--- src/rtl/mem_port_arbiter_pkg.sv ---
// Shared types and defaults for the data-memory port arbiter.
// Optional feature macro: MEM_ARB_RR_EN (round-robin instead of fixed priority).
package mem_port_arbiter_pkg;

  localparam int unsigned XLEN      = 32;
  localparam int unsigned MEM_PORTS = 2;

  typedef enum logic [1:0] {
    StIdle,
    StAddr,
    StData,
    StDone
  } mem_arb_state_t;

endpackage

--- src/rtl/mem_port_arbiter_if.sv ---
// Requester-side and memory-side signals of the arbiter, grouped as one bundle.
// master: the requesters plus the memory model; slave: the arbiter itself.
interface mem_port_arbiter_if #(
  parameter int unsigned N_PORTS = mem_port_arbiter_pkg::MEM_PORTS,
  parameter int unsigned XLEN    = mem_port_arbiter_pkg::XLEN
);
  localparam int unsigned BE_W = XLEN / 8;

  logic [N_PORTS-1:0]      p_req;
  logic [N_PORTS-1:0]      p_we;
  logic [N_PORTS*XLEN-1:0] p_addr;
  logic [N_PORTS*BE_W-1:0] p_byteen;
  logic [N_PORTS*XLEN-1:0] p_wdata;
  logic [N_PORTS-1:0]      p_gnt;
  logic [N_PORTS-1:0]      p_ack;
  logic [XLEN-1:0]         p_rdata;
  logic                    p_err;
  logic                    mem_req;
  logic                    mem_we;
  logic [XLEN-1:0]         mem_addr;
  logic [BE_W-1:0]         mem_byteen;
  logic [XLEN-1:0]         mem_wdata;
  logic [XLEN-1:0]         mem_rdata;
  logic                    mem_err;

  modport master (
    output p_req, p_we, p_addr, p_byteen, p_wdata, mem_rdata, mem_err,
    input  p_gnt, p_ack, p_rdata, p_err, mem_req, mem_we, mem_addr, mem_byteen, mem_wdata
  );

  modport slave (
    input  p_req, p_we, p_addr, p_byteen, p_wdata, mem_rdata, mem_err,
    output p_gnt, p_ack, p_rdata, p_err, mem_req, mem_we, mem_addr, mem_byteen, mem_wdata
  );

endinterface

--- src/rtl/mem_arb_picker.sv ---
// Combinational winner selection. MEM_ARB_RR_EN: search from ptr upwards with wrap;
// otherwise lowest requesting index wins and ptr is ignored.
module mem_arb_picker #(
  parameter  int unsigned N_PORTS = 2,
  localparam int unsigned IDX_W   = $clog2(N_PORTS)
) (
  input  logic [N_PORTS-1:0] req,
  input  logic [IDX_W-1:0]   ptr,
  output logic [N_PORTS-1:0] gnt,
  output logic [IDX_W-1:0]   idx,
  output logic               valid
);

`ifdef MEM_ARB_RR_EN
  // First requester found walking from ptr, wrapping at N_PORTS.
  always_comb begin
    logic [IDX_W-1:0] cand;
    gnt   = '0;
    idx   = '0;
    valid = 1'b0;
    for (int unsigned k = 0; k < N_PORTS; k++) begin
      cand = IDX_W'((32'(ptr) + k) % N_PORTS);
      if (!valid && req[cand]) begin
        valid     = 1'b1;
        idx       = cand;
        gnt[cand] = 1'b1;
      end
    end
  end
`else
  logic unused_ptr;
  assign unused_ptr = ^ptr;

  // Lowest requesting index wins.
  always_comb begin
    gnt   = '0;
    idx   = '0;
    valid = 1'b0;
    for (int unsigned k = 0; k < N_PORTS; k++) begin
      if (!valid && req[IDX_W'(k)]) begin
        valid           = 1'b1;
        idx             = IDX_W'(k);
        gnt[IDX_W'(k)]  = 1'b1;
      end
    end
  end
`endif

endmodule

--- src/rtl/mem_port_arbiter.sv ---
// Shares one data-memory port between N_PORTS requesters using a fixed
// IDLE -> ADDR -> DATA -> DONE sequence (4 cycles per transfer, no overlap).
// Optional feature macro: MEM_ARB_RR_EN selects round-robin arbitration.
module mem_port_arbiter #(
  parameter  int unsigned N_PORTS = mem_port_arbiter_pkg::MEM_PORTS,
  parameter  int unsigned XLEN    = mem_port_arbiter_pkg::XLEN,
  localparam int unsigned BE_W    = XLEN / 8,
  localparam int unsigned IDX_W   = $clog2(N_PORTS)
) (
  input  logic            clk,
  input  logic            rst,
  mem_port_arbiter_if.slave bus
);
  import mem_port_arbiter_pkg::*;

  mem_arb_state_t     state_q, state_d;
  logic               we_q;
  logic [XLEN-1:0]    addr_q, wdata_q, rdata_q;
  logic [BE_W-1:0]    byteen_q;
  logic               err_q;
  logic [N_PORTS-1:0] win_oh_q;

  logic [N_PORTS-1:0] pick_gnt;
  logic [IDX_W-1:0]   pick_idx;
  logic               pick_valid;
  logic [IDX_W-1:0]   ptr;

  logic [N_PORTS-1:0] p_gnt, p_ack;
  logic [XLEN-1:0]    p_rdata, mem_addr, mem_wdata;
  logic               p_err, mem_req, mem_we;
  logic [BE_W-1:0]    mem_byteen;

  mem_arb_picker #(
    .N_PORTS(N_PORTS)
  ) u_picker (
    .req  (bus.p_req),
    .ptr  (ptr),
    .gnt  (pick_gnt),
    .idx  (pick_idx),
    .valid(pick_valid)
  );

`ifdef MEM_ARB_RR_EN
  logic [IDX_W-1:0] ptr_q;

  // Next search start = last winner + 1 (mod N_PORTS), updated when a grant is taken.
  always_ff @(posedge clk) begin
    if (rst) begin
      ptr_q <= '0;
    end else if (state_q == StIdle && pick_valid) begin
      ptr_q <= (pick_idx == IDX_W'(N_PORTS - 1)) ? '0 : pick_idx + 1'b1;
    end
  end
  assign ptr = ptr_q;
`else
  assign ptr = '0;
`endif

  // State register.
  always_ff @(posedge clk) begin
    if (rst) state_q <= StIdle;
    else     state_q <= state_d;
  end

  // Next-state: fixed sequence once a request is taken.
  always_comb begin
    state_d = state_q;
    unique case (state_q)
      StIdle:  if (pick_valid) state_d = StAddr;
      StAddr:  state_d = StData;
      StData:  state_d = StDone;
      StDone:  state_d = StIdle;
      default: state_d = StIdle;
    endcase
  end

  // Capture the winner's request on grant and the memory response at end of DATA.
  always_ff @(posedge clk) begin
    if (rst) begin
      we_q     <= 1'b0;
      addr_q   <= '0;
      wdata_q  <= '0;
      byteen_q <= '0;
      win_oh_q <= '0;
      rdata_q  <= '0;
      err_q    <= 1'b0;
    end else begin
      if (state_q == StIdle && pick_valid) begin
        we_q     <= bus.p_we[pick_idx];
        addr_q   <= bus.p_addr[pick_idx*XLEN +: XLEN];
        wdata_q  <= bus.p_wdata[pick_idx*XLEN +: XLEN];
        byteen_q <= bus.p_byteen[pick_idx*BE_W +: BE_W];
        win_oh_q <= pick_gnt;
      end
      if (state_q == StData) begin
        rdata_q <= we_q ? '0 : bus.mem_rdata;
        err_q   <= bus.mem_err;
      end
    end
  end

  // Outputs decoded purely from state and latched request.
  always_comb begin
    p_gnt      = '0;
    p_ack      = '0;
    p_rdata    = '0;
    p_err      = 1'b0;
    mem_req    = 1'b0;
    mem_we     = 1'b0;
    mem_addr   = '0;
    mem_byteen = '0;
    mem_wdata  = '0;
    unique case (state_q)
      StAddr, StData: begin
        p_gnt     = win_oh_q;
        mem_req   = 1'b1;
        mem_we    = we_q;
        mem_addr  = {addr_q[XLEN-1:2], 2'b00};
        mem_wdata = wdata_q;
        // Byte lanes only qualify the DATA phase.
        if (state_q == StData) mem_byteen = byteen_q;
      end
      StDone: begin
        p_gnt   = win_oh_q;
        p_ack   = win_oh_q;
        p_rdata = rdata_q;
        p_err   = err_q;
      end
      default: ;
    endcase
  end

  assign bus.p_gnt      = p_gnt;
  assign bus.p_ack      = p_ack;
  assign bus.p_rdata    = p_rdata;
  assign bus.p_err      = p_err;
  assign bus.mem_req    = mem_req;
  assign bus.mem_we     = mem_we;
  assign bus.mem_addr   = mem_addr;
  assign bus.mem_byteen = mem_byteen;
  assign bus.mem_wdata  = mem_wdata;

endmodule

--- src/flat_wrapper.sv ---
// flat-port wrapper written by rule: the top's interface ports become plain ports
module mem_port_arbiter_flat import mem_port_arbiter_pkg::*;
#(
  parameter  int unsigned N_PORTS = mem_port_arbiter_pkg::MEM_PORTS,
  parameter  int unsigned XLEN    = mem_port_arbiter_pkg::XLEN,
  localparam int unsigned BE_W    = XLEN / 8,
  localparam int unsigned IDX_W   = $clog2(N_PORTS)
)
  (clk, rst, bus_p_req, bus_p_we, bus_p_addr, bus_p_byteen, bus_p_wdata, bus_mem_rdata, bus_mem_err, bus_p_gnt, bus_p_ack, bus_p_rdata, bus_p_err, bus_mem_req, bus_mem_we, bus_mem_addr, bus_mem_byteen, bus_mem_wdata);
  mem_port_arbiter_if #(.N_PORTS(N_PORTS), .XLEN(XLEN)) bus_i ();
  input  logic clk;
  input  logic rst;
  input wire logic [$bits(bus_i.p_req)-1:0] bus_p_req;
  input wire logic [$bits(bus_i.p_we)-1:0] bus_p_we;
  input wire logic [$bits(bus_i.p_addr)-1:0] bus_p_addr;
  input wire logic [$bits(bus_i.p_byteen)-1:0] bus_p_byteen;
  input wire logic [$bits(bus_i.p_wdata)-1:0] bus_p_wdata;
  input wire logic [$bits(bus_i.mem_rdata)-1:0] bus_mem_rdata;
  input wire logic [$bits(bus_i.mem_err)-1:0] bus_mem_err;
  output wire logic [$bits(bus_i.p_gnt)-1:0] bus_p_gnt;
  output wire logic [$bits(bus_i.p_ack)-1:0] bus_p_ack;
  output wire logic [$bits(bus_i.p_rdata)-1:0] bus_p_rdata;
  output wire logic [$bits(bus_i.p_err)-1:0] bus_p_err;
  output wire logic [$bits(bus_i.mem_req)-1:0] bus_mem_req;
  output wire logic [$bits(bus_i.mem_we)-1:0] bus_mem_we;
  output wire logic [$bits(bus_i.mem_addr)-1:0] bus_mem_addr;
  output wire logic [$bits(bus_i.mem_byteen)-1:0] bus_mem_byteen;
  output wire logic [$bits(bus_i.mem_wdata)-1:0] bus_mem_wdata;
  assign bus_i.p_req = bus_p_req;
  assign bus_i.p_we = bus_p_we;
  assign bus_i.p_addr = bus_p_addr;
  assign bus_i.p_byteen = bus_p_byteen;
  assign bus_i.p_wdata = bus_p_wdata;
  assign bus_i.mem_rdata = bus_mem_rdata;
  assign bus_i.mem_err = bus_mem_err;
  assign bus_p_gnt = bus_i.p_gnt;
  assign bus_p_ack = bus_i.p_ack;
  assign bus_p_rdata = bus_i.p_rdata;
  assign bus_p_err = bus_i.p_err;
  assign bus_mem_req = bus_i.mem_req;
  assign bus_mem_we = bus_i.mem_we;
  assign bus_mem_addr = bus_i.mem_addr;
  assign bus_mem_byteen = bus_i.mem_byteen;
  assign bus_mem_wdata = bus_i.mem_wdata;
  mem_port_arbiter #(.N_PORTS(N_PORTS), .XLEN(XLEN)) u_core (.clk(clk), .rst(rst), .bus(bus_i));
endmodule
--- config.mk ---
export PLATFORM = sky130hd
export DESIGN_NAME = mem_port_arbiter_flat
export DESIGN_NICKNAME = d
export VERILOG_FILES = /design/src/rtl/mem_port_arbiter_pkg.sv /design/src/rtl/mem_port_arbiter_if.sv /design/src/rtl/mem_arb_picker.sv /design/src/rtl/mem_port_arbiter.sv /design/src/flat_wrapper.sv
export SDC_FILE = /design/constraint.sdc
export NUM_CORES = 1
export LEC_CHECK = 0
export ABC_AREA = 1
export ABC_CLOCK_PERIOD_IN_PS = 2300
export CORE_MARGIN = 2
export CORE_UTILIZATION = 40
export DETAILED_ROUTE_END_ITERATION = 12
export PLACE_DENSITY = 0.74
export REMOVE_ABC_BUFFERS = 1
export SYNTH_ARGS = -nofsm -noshare
export SYNTH_HDL_FRONTEND = slang
export SYNTH_SLANG_ARGS = --single-unit
--- constraint.sdc ---
create_clock -name clk -period 2.3 [get_ports clk]
set_clock_uncertainty 0.05 [all_clocks]
set_input_delay 0.46 -clock clk [delete_from_list [all_inputs] [get_ports clk]]
set_output_delay 0.46 -clock clk [all_outputs]
set_load 0.02 [all_outputs]
==> flow_summary_export.csv, run 1 <==
group,metric,value,unit
floorplan,design.portCount,282,
clock_tree,worst_skew_pair.late_latency,0.35,ns
placed_design,port_buffers,275,
routing,viasPerCell,4.23,
final_layout,layout-drive-gt1-share,8.31,%
sta,min_period_over_period,95.4,%
min_path,hold_end,"u_core.rdata_q[7]$_SDFFE_PP0N_",
critical_path,critPathSlowestCell,"dfxtp_2",
critical_path,crit_family,"buffers and inverters",
power_and_ir_drop,vdd_drop_max,0.000515,V
routing,drt_iter0_markers,329,
sta,holdWs,0.416,ns
placed_design,gp_congestion,0.825,
synthesis,ys_seq_area_share,34.7,%
clock_tree,clock_path_buffers,2,
critical_path,reg2reg_to,"u_core.wdata_q[15]$_SDFFE_PP0P_",
floorplan,dieArea,16000,um^2
final_layout,layout.nets,1533,
critical_path,critical_path_class,"reg2out",
min_path,min_from,"u_core.rdata_q[7]$_SDFFE_PP0N_",
power_and_ir_drop,comb_power_share,51.8,%
min_path,hold_class,"reg2reg",
outcome,status,"finished clean",
power_and_ir_drop,power_leakage,0.00547,uW
routing,wirelength,17900,um
final_layout,synthToLayoutAreaGrowth,54.2,%
sta,fin_ws,0.105,ns
clock_tree,cts_sinks,104,
critical_path,cpMostUsedCell,"inv_1",
grt,antenna_found_initial,0,
grt,grt_pass1_vias,5769,
sta,hold_violations,0,
power_and_ir_drop,netSwitchingFraction,41.4,%
clock_tree,cts-buffers-inserted,9,
floorplan,die_x,126,um
floorplan,rows,44,
critical_path,start_kind,"flop",
placed_design,dp_slack,0.00870,ns
synthesis,yosysTopAreaCell,"dfxtp_1",
synthesis,ys_ff_latch,104,
power_and_ir_drop,total_power,8370,uW
floorplan,initial_core_util,41.1,%
run,drv_cap,0,
placed_design,dp_hpwl,13000,um
routing,dr_total_vias,6528,
floorplan,die_y,126,um
power_and_ir_drop,switchingPower,3470,uW
routing,wl_per_cell,11.6,um
sta,finalMaxSlewViolations,0,
critical_path,cp.required,1.79,ns
final_layout,mostFrequentLayoutCell,"nand2_1",
synthesis,synth_cell_types,19,
sta,fmax,456,MHz
synthesis,syn_area,6000,um^2
critical_path,reg2reg_slack,0.46,ns
routing,ant_nets,0,
synthesis,ys_warn_count,0,
clock_tree,path_clk_slew,0.07,ns
sta,finalSetupViolCount,0,
routing,drc,0,
grt,grt_pass1_wl,28300,um
grt,overflow,0,
clock_tree,clockRootBuffer,"clkbuf_16",
synthesis,synth_cells,1102,
critical_path,cp-end-kind,"output port",
power_and_ir_drop,powerDensity,905,nW/um^2
critical_path,slowest_delay,0.35,ns
min_path,whs_path_depth,2,
power_and_ir_drop,pwr-share-seq,30.3,%
floorplan,core,14600,um^2
synthesis,synthTopCellsByArea,"dfxtp_1 (35%), nand2_1 (27%), inv_1 (15%)",
sta,period_needed,2.19,ns
placed_design,dp.cells,1525,
final_layout,final_cells,1543,
power_and_ir_drop,p_int,4910,uW
clock_tree,cts_tree,"yes",
clock_tree,h-tree-depth,3,
synthesis,avgSynthCellArea,5.44,um^2
synthesis,synth_top_area_share,34.7,%
sta,fin_setup_tns,0,ns
sta,rsz0062_at_grt,"false",
critical_path,path_max_fanout,13,
clock_tree,cts_setup_buffers,0,
routing,drtPass1Iterations,4,
final_layout,n_antenna_cell,0,
critical_path,r2r_cells,10,
grt,grt_max_degree,51,
grt,grt_usage,22.1,%
critical_path,r2r_start,"u_core.state_q[0]$_SDFFE_PP0P_",
final_layout,layout_common_cells,"nand2_1 (437), inv_1 (242), nor2_1 (210), clkdlybuf4s50_1 (170), dfxtp_1 (103)",
critical_path,arrival,1.68,ns
critical_path,critPathBufInv,4,
critical_path,worstPathCellList,"inv_1 > ha_4 > buf_12 > nand2_1 > inv_1 > clkdlybuf4s15_2",
power_and_ir_drop,clockPowerShare,17.9,%
-- layer usage --
layer | track usage (%) | wire [um] | share of wire (%)
met5 | 0 | 0 | 0
met3 | 8.86 | 1910 | 11
met2 | 36.6 | 8160 | 46
met1 | 26.2 | 7490 | 42
met4 | 7.30 | 325 | 1.8
-- cell usage after synthesis, drive strengths merged --
| cell type | number |
|---|---|
| a21oi | 34 |
| buf | 31 |
| clkbuf | 27 |
| conb | 1 |
| dfxtp | 104 |
| ha | 4 |
| inv | 245 |
| nand2 | 438 |
| nand3 | 1 |
| nor2 | 212 |
| o21ai | 4 |
| or2 | 1 |
-- cell families (layout without fill, tap and decap cells) --
group / Yosys count / count (layout) / synth area share [%]
AO/OA/AOI/OAI: 38 / 38 / 3.23
flip-flops: 104 / 104 / 34.7
AND/OR/NAND/NOR: 652 / 652 / 41.0
buffers and inverters: 303 / 559 / 20.2
adder cells (fa/ha/maj): 4 / 4 / 0.834
other: 1 / 2 / 0.0625
-- worst register-to-register path, stage by stage (launching register included) --
cell and delay, ns:
dfxtp_2 0.33, inv_1 0.10, buf_4 0.13, ha_1 0.20, buf_4 0.16, inv_2 0.04
nor2_4 0.16, buf_12 0.20, nand2_1 0.09, nor2_1 0.20, nor2_1 0.06
-- how the worst max path moves through the flow --
| stage | start | to | slack (ns) | depth (start not counted) |
|---|---|---|---|---|
| 2_1_floorplan | u_core.state_q[1]$_SDFFE_PP0P_ | bus_mem_addr[10] | -0.17 | 4 |
| 3_3_place_gp | u_core.state_q[0]$_SDFFE_PP0P_ | bus_mem_wdata[2] | 0.03 | 6 |
| 3_5_place_dp | u_core.state_q[0]$_SDFFE_PP0P_ | bus_mem_wdata[25] | 0.009 | 6 |
| 4_1_cts | u_core.state_q[0]$_SDFFE_PP0P_ | bus_mem_wdata[25] | 0.02 | 6 |
| 5_1_grt | u_core.state_q[1]$_SDFFE_PP0P_ | bus_mem_wdata[19] | 0.004 | 6 |
| 6_report | u_core.state_q[0]$_SDFFE_PP0P_ | bus_mem_wdata[17] | 0.11 | 6 |
-- sequential cells by signal, summed over array words and instances (netlist names) --
register and count:
u_core.byteen_q 4, u_core.addr_q 30, u_core.win_oh_q 2, u_core.state_q 2
u_core.wdata_q 32, u_core.rdata_q 32, u_core.err_q 1, u_core.we_q 1
-- cell type report --
class	instances	area [um^2]
Tap cell	184	230
Sequential cell	104	2080
Inverter	245	920
Timing Repair Buffer	298	2990
Fill cell	1437	5340
Clock buffer	13	270
Clock inverter	3	15.0
Multi-Input combinational cell	696	2740
-- stage by stage --
step                      util, %  instance area [um^2]
final                        63.4                  9250
after global routing         63.4                  9250
after CTS                    63.4                  9240
after detailed placement     61.7                  9000
after global placement       61.7                  9000
after floorplan                 -                  5710
-- power by group through the flow --
stage	clock [uW]	sequential, uW	combinational [uW]
final	1500	2540	4340
after global routing	1620	2600	4890
after CTS	1540	2540	4340
after detailed placement	0	2580	4340
after global placement	0	2560	4310
after floorplan	0	2510	2450
-- repair_timing --
action                                  in CTS  in global routing
pin swaps                                    0                  1
resized for setup                          253                  7
hold buffers                                 0                  0
endpoints found under the setup margin     105                 27
cloned                                       1                  1
(Power assumes the default switching activity.)
==> inputs of run 2 (changes only) <==
Settings changed: HOLD_SLACK_MARGIN set to 0.1, MAX_ROUTING_LAYER set to met4.
==> flow_summary_export.csv, run 2 (synthesized netlist as in run 1, its figures left out) <==
group,metric,value,unit
sta,min_period_over_period,95.8,%
clock_tree,h-tree-depth,3,
floorplan,initial_core_util,41.1,%
grt,gr-usage-met2,36.7,%
floorplan,dieArea,16000,um^2
critical_path,path_max_fanout,20,
floorplan,design.portCount,282,
routing,ant_nets,0,
final_layout,synthToLayoutAreaGrowth,54.2,%
placed_design,dp_hpwl,13000,um
grt,grt_max_degree,51,
routing,dr_total_vias,6537,
floorplan,die_x,126,um
clock_tree,ctsHoldBuffers,0,
clock_tree,cts_setup_buffers,0,
run,drv_cap,0,
sta,finalSetupViolCount,0,
final_layout,largest_registers,"u_core.rdata_q (32), u_core.wdata_q (32), u_core.addr_q (30)",
clock_tree,clock_path_buffers,2,
placed_design,gp_congestion,0.837,
clock_tree,clockRootBuffer,"clkbuf_16",
sta,holdWs,0.417,ns
routing,drt_iter0_markers,378,
power_and_ir_drop,power_leakage,0.00547,uW
critical_path,arrival,1.69,ns
grt,use_met3,8.10,%
grt,grt_pass1_wl,28300,um
floorplan,die_y,126,um
grt,grt_usage,22.8,%
critical_path,start_kind,"flop",
final_layout,layout_common_cells,"nand2_1 (437), inv_1 (242), nor2_1 (210), clkdlybuf4s50_1 (170), dfxtp_1 (103)",
final_layout,layout-drive-gt1-share,8.31,%
routing,wirelength,17900,um
sta,fmax,454,MHz
critical_path,critical_path_class,"reg2out",
clock_tree,cts_sinks,104,
floorplan,core,14600,um^2
sta,rsz0062_at_grt,"false",
grt,gr-usage-met1,26.6,%
placed_design,dp_slack,0.00870,ns
clock_tree,cts-buffers-inserted,9,
floorplan,rows,44,
grt,grt_pass1_vias,5779,
critical_path,cp.required,1.79,ns
routing,drc,0,
grt,busiest_layer,"met2",
clock_tree,worst_skew_pair.late_latency,0.35,ns
power_and_ir_drop,vdd_drop_max,0.000518,V
final_layout,layout.nets,1533,
clock_tree,cts_tree,"yes",
final_layout,n_antenna_cell,0,
final_layout,mostFrequentLayoutCell,"nand2_1",
grt,overflow,0,
routing,drtPass1Iterations,4,
sta,period_needed,2.20,ns
sta,hold_violations,0,
critical_path,cp-end-kind,"output port",
clock_tree,path_clk_slew,0.07,ns
routing,viasPerCell,4.24,
final_layout,finish.utilization,63.4,%
outcome,status,"finished clean",
placed_design,port_buffers,275,
sta,fin_ws,0.0958,ns
sta,finalMaxSlewViolations,0,
grt,antenna_found_initial,0,
routing,wl_per_cell,11.6,um
power_and_ir_drop,powerDensity,905,nW/um^2
min_path,hold_class,"reg2reg",
run 2: cell counts in the layout (fill, tap and decap cells not counted):
Identical to the previous run, type by type.
run 2: report_power, final:
part | total [uW] | switching [uW] | internal, uW
combinational | 4340 | 2540 | 1790
clock | 1500 | 678 | 819
sequential | 2540 | 247 | 2290
run 2: stage by stage:
step                cell area (um^2)  TNS (ns)  cells  power (uW)
floorplan                       5710    -14.67   1045        4970
global placement                9000         0   1525        6870
detailed placement              9000         0   1525        6920
CTS                             9240         0   1542        8420
global route                    9250         0   1543        9100
finish                          9250         0   1543        8370
run 2: worst paths after layout:
check                                   from  cells past startpoint  slack, ns                         endpoint
max           u_core.state_q[0]$_SDFFE_PP0P_                      6        0.1                 bus_mem_addr[27]
min          u_core.rdata_q[16]$_SDFFE_PP0N_                      2       0.42  u_core.rdata_q[16]$_SDFFE_PP0N_
max reg2reg   u_core.state_q[0]$_SDFFE_PP0P_                     10       0.44  u_core.wdata_q[15]$_SDFFE_PP0P_
min reg2reg  u_core.rdata_q[16]$_SDFFE_PP0N_                      2       0.42  u_core.rdata_q[16]$_SDFFE_PP0N_
run 2: final cells by class:
| cell class | instances | area (um^2) |
|---|---|---|
| Clock buffer | 13 | 270 |
| Clock inverter | 3 | 15.0 |
| Fill cell | 1437 | 5340 |
| Inverter | 245 | 920 |
| Multi-Input combinational cell | 696 | 2740 |
| Sequential cell | 104 | 2080 |
| Tap cell | 184 | 230 |
| Timing Repair Buffer | 298 | 2990 |
run 2: per-layer routing:
layer	vias up	share of wire, %
met3	22	10
met5	-	0
li1	3560	-
met1	2749	42
met2	206	46
met4	0	1.5
run 2: worst max-delay path: stages, from the launching register on:
cell and delay, ns:
dfxtp_2 0.35, inv_1 0.08, ha_4 0.35, buf_12 0.18, nand2_1 0.06, inv_1 0.05, clkdlybuf4s15_2 0.27
run 2: repair_timing:
item                                    4_1_cts  5_1_grt
cloned                                        1        1
endpoints found under the hold margin         0        0
pin swaps                                     0        1
endpoints found under the setup margin      105       28
gates resized for setup                     253        7
==> inputs of run 3 (changes only) <==
Settings changed: CTS_CLUSTER_DIAMETER set to 150, RECOVER_POWER set to 25.
==> flow_summary_export.csv, run 3 (synthesized netlist as in run 1, its figures left out) <==
group,metric,value,unit
power_and_ir_drop,switchingPower,3460,uW
critical_path,path_max_fanout,20,
clock_tree,cts_tree,"yes",
critical_path,r2r_cells,9,
final_layout,largest_registers,"u_core.rdata_q (32), u_core.wdata_q (32), u_core.addr_q (30)",
clock_tree,worst_skew_pair.late_latency,0.35,ns
clock_tree,cts-buffers-inserted,9,
critical_path,cp-end-kind,"output port",
final_layout,final_cells,1544,
placed_design,dp_hpwl,13000,um
sta,fin_setup_tns,0,ns
routing,wirelength,17900,um
clock_tree,clockRootBuffer,"clkbuf_16",
critical_path,worstPathCellList,"inv_1 > ha_4 > buf_12 > nand2_1 > inv_1 > clkdlybuf4s15_2",
floorplan,die_x,126,um
final_layout,mostFrequentLayoutCell,"nand2_1",
grt,antenna_found_initial,0,
power_and_ir_drop,p_int,4860,uW
critical_path,arrival,1.69,ns
sta,period_needed,2.20,ns
sta,rsz0062_at_grt,"false",
critical_path,cpMostUsedCell,"inv_1",
floorplan,initial_core_util,41.1,%
routing,ant_nets,0,
grt,grt_usage,22.8,%
routing,wl_per_cell,11.6,um
critical_path,cp.required,1.79,ns
critical_path,critical_path_class,"reg2out",
routing,viasPerCell,4.24,
grt,grt_pass1_vias,5779,
grt,grt_pass1_wl,28300,um
placed_design,dp.cells,1525,
final_layout,fillCellCount,1442,
power_and_ir_drop,powerDensity,902,nW/um^2
clock_tree,cts_setup_buffers,0,
critical_path,start_kind,"flop",
clock_tree,ctsHoldBuffers,0,
final_layout,register_area,2080,um^2
clock_tree,h-tree-depth,3,
routing,dr_total_vias,6541,
floorplan,die_y,126,um
sta,fmax,454,MHz
final_layout,layout-drive-gt1-share,8.24,%
routing,drtPass1Iterations,4,
final_layout,synthToLayoutAreaGrowth,53.8,%
floorplan,core,14600,um^2
outcome,status,"finished clean",
routing,drt_iter0_markers,379,
power_and_ir_drop,clockPowerShare,18.0,%
final_layout,multiInputGateArea,2740,um^2
clock_tree,cts_sinks,104,
grt,grt_max_degree,51,
power_and_ir_drop,vdd_drop_max,0.000453,V
critical_path,reg2reg_to,"u_core.wdata_q[23]$_SDFFE_PP0P_",
sta,worstMarginPinSlew,0.824,ns
routing,drc,0,
placed_design,dpl_cell_area,9000,um^2
sta,min_period_over_period,95.8,%
sta,slew_headroom,45.1,%
critical_path,critPathSlowestCell,"dfxtp_2",
sta,finalMaxSlewViolations,0,
critical_path,slowest_delay,0.35,ns
critical_path,critPathLaunch,"u_core.state_q[0]$_SDFFE_PP0P_",
final_layout,stdcell_area,9220,um^2
floorplan,rows,44,
sta,holdWs,0.417,ns
sta,finalSetupViolCount,0,
clock_tree,path_clk_slew,0.07,ns
critical_path,r2r_start,"u_core.state_q[0]$_SDFFE_PP0P_",
floorplan,design.portCount,282,
run,drv_cap,0,
sta,hold_violations,0,
power_and_ir_drop,comb_power_share,51.5,%
clock_tree,clock_path_buffers,2,
final_layout,layout.nets,1533,
power_and_ir_drop,pwr-share-seq,30.5,%
final_layout,layout_common_cells,"nand2_1 (437), inv_1 (243), nor2_1 (210), clkdlybuf4s50_1 (169), dfxtp_1 (103)",
min_path,hold_class,"reg2reg",
placed_design,port_buffers,275,
grt,overflow,0,
critical_path,crit_end,"bus_mem_addr[27]",
critical_path,reg2reg_slack,0.18,ns
placed_design,gp_congestion,0.837,
power_and_ir_drop,power_leakage,0.00546,uW
floorplan,dieArea,16000,um^2
power_and_ir_drop,netSwitchingFraction,41.5,%
## run 3: through the flow
stage	setup slack (ns)	total power [uW]	utilization, %
after global routing	0.00446	9040	63.2
after floorplan	-0.170	4970	-
final	0.0976	8320	63.2
after global placement	0.0261	6870	61.7
after detailed placement	0.00870	6920	61.7
after CTS	0.0201	8420	63.4
## run 3: worst min path at each step
stage	startpoint	cells after the start	endpoint
floorplan	u_core.rdata_q[0]$_SDFFE_PP0N_	2	u_core.rdata_q[0]$_SDFFE_PP0N_
global placement	u_core.rdata_q[21]$_SDFFE_PP0N_	2	u_core.rdata_q[21]$_SDFFE_PP0N_
detailed placement	u_core.rdata_q[7]$_SDFFE_PP0N_	2	u_core.rdata_q[7]$_SDFFE_PP0N_
CTS	u_core.rdata_q[7]$_SDFFE_PP0N_	2	u_core.rdata_q[7]$_SDFFE_PP0N_
global route	u_core.rdata_q[16]$_SDFFE_PP0N_	2	u_core.rdata_q[16]$_SDFFE_PP0N_
finish	u_core.rdata_q[14]$_SDFFE_PP0N_	2	u_core.rdata_q[14]$_SDFFE_PP0N_
## run 3: repair_timing
| action | CTS | global route |
|---|---|---|
| setup endpoints to repair | 105 | 28 |
| pin swaps | 0 | 1 |
| resized for setup | 253 | 7 |
| gates cloned | 1 | 1 |
## run 3: cell type report
type	count	share of cell area, %
antenna	1	0.0271
clock buffer	13	2.93
clock inverter	3	0.163
inverter	245	9.97
multi-input combinational	696	29.7
sequential	104	22.6
tap	184	2.50
timing repair buffer	298	32.1
## run 3: per-layer routing
| layer | wire length [um] | up-vias | track usage [%] |
|---|---|---|---|
| li1 | - | 3561 | - |
| met1 | 7580 | 2753 | 26.6 |
| met2 | 8200 | 205 | 36.7 |
| met3 | 1820 | 22 | 8.10 |
| met4 | 326 | 0 | 7.30 |
| met5 | 0 | - | - |
## run 3: critical path, delay by kind of cell, from the launching register on
family | cells | cell delay, ns
buffers and inverters | 4 | 0.58
DFF | 1 | 0.35
adders and majority gates | 1 | 0.35
and+or+nand+nor | 1 | 0.06
## run 3: power groups by stage
stage / clock (uW) / combinational [uW] / sequential, uW
floorplan: 0 / 2450 / 2510
global placement: 0 / 4310 / 2560
detailed placement: 0 / 4340 / 2580
CTS: 1540 / 4340 / 2540
global route: 1610 / 4830 / 2600
finish: 1500 / 4280 / 2540
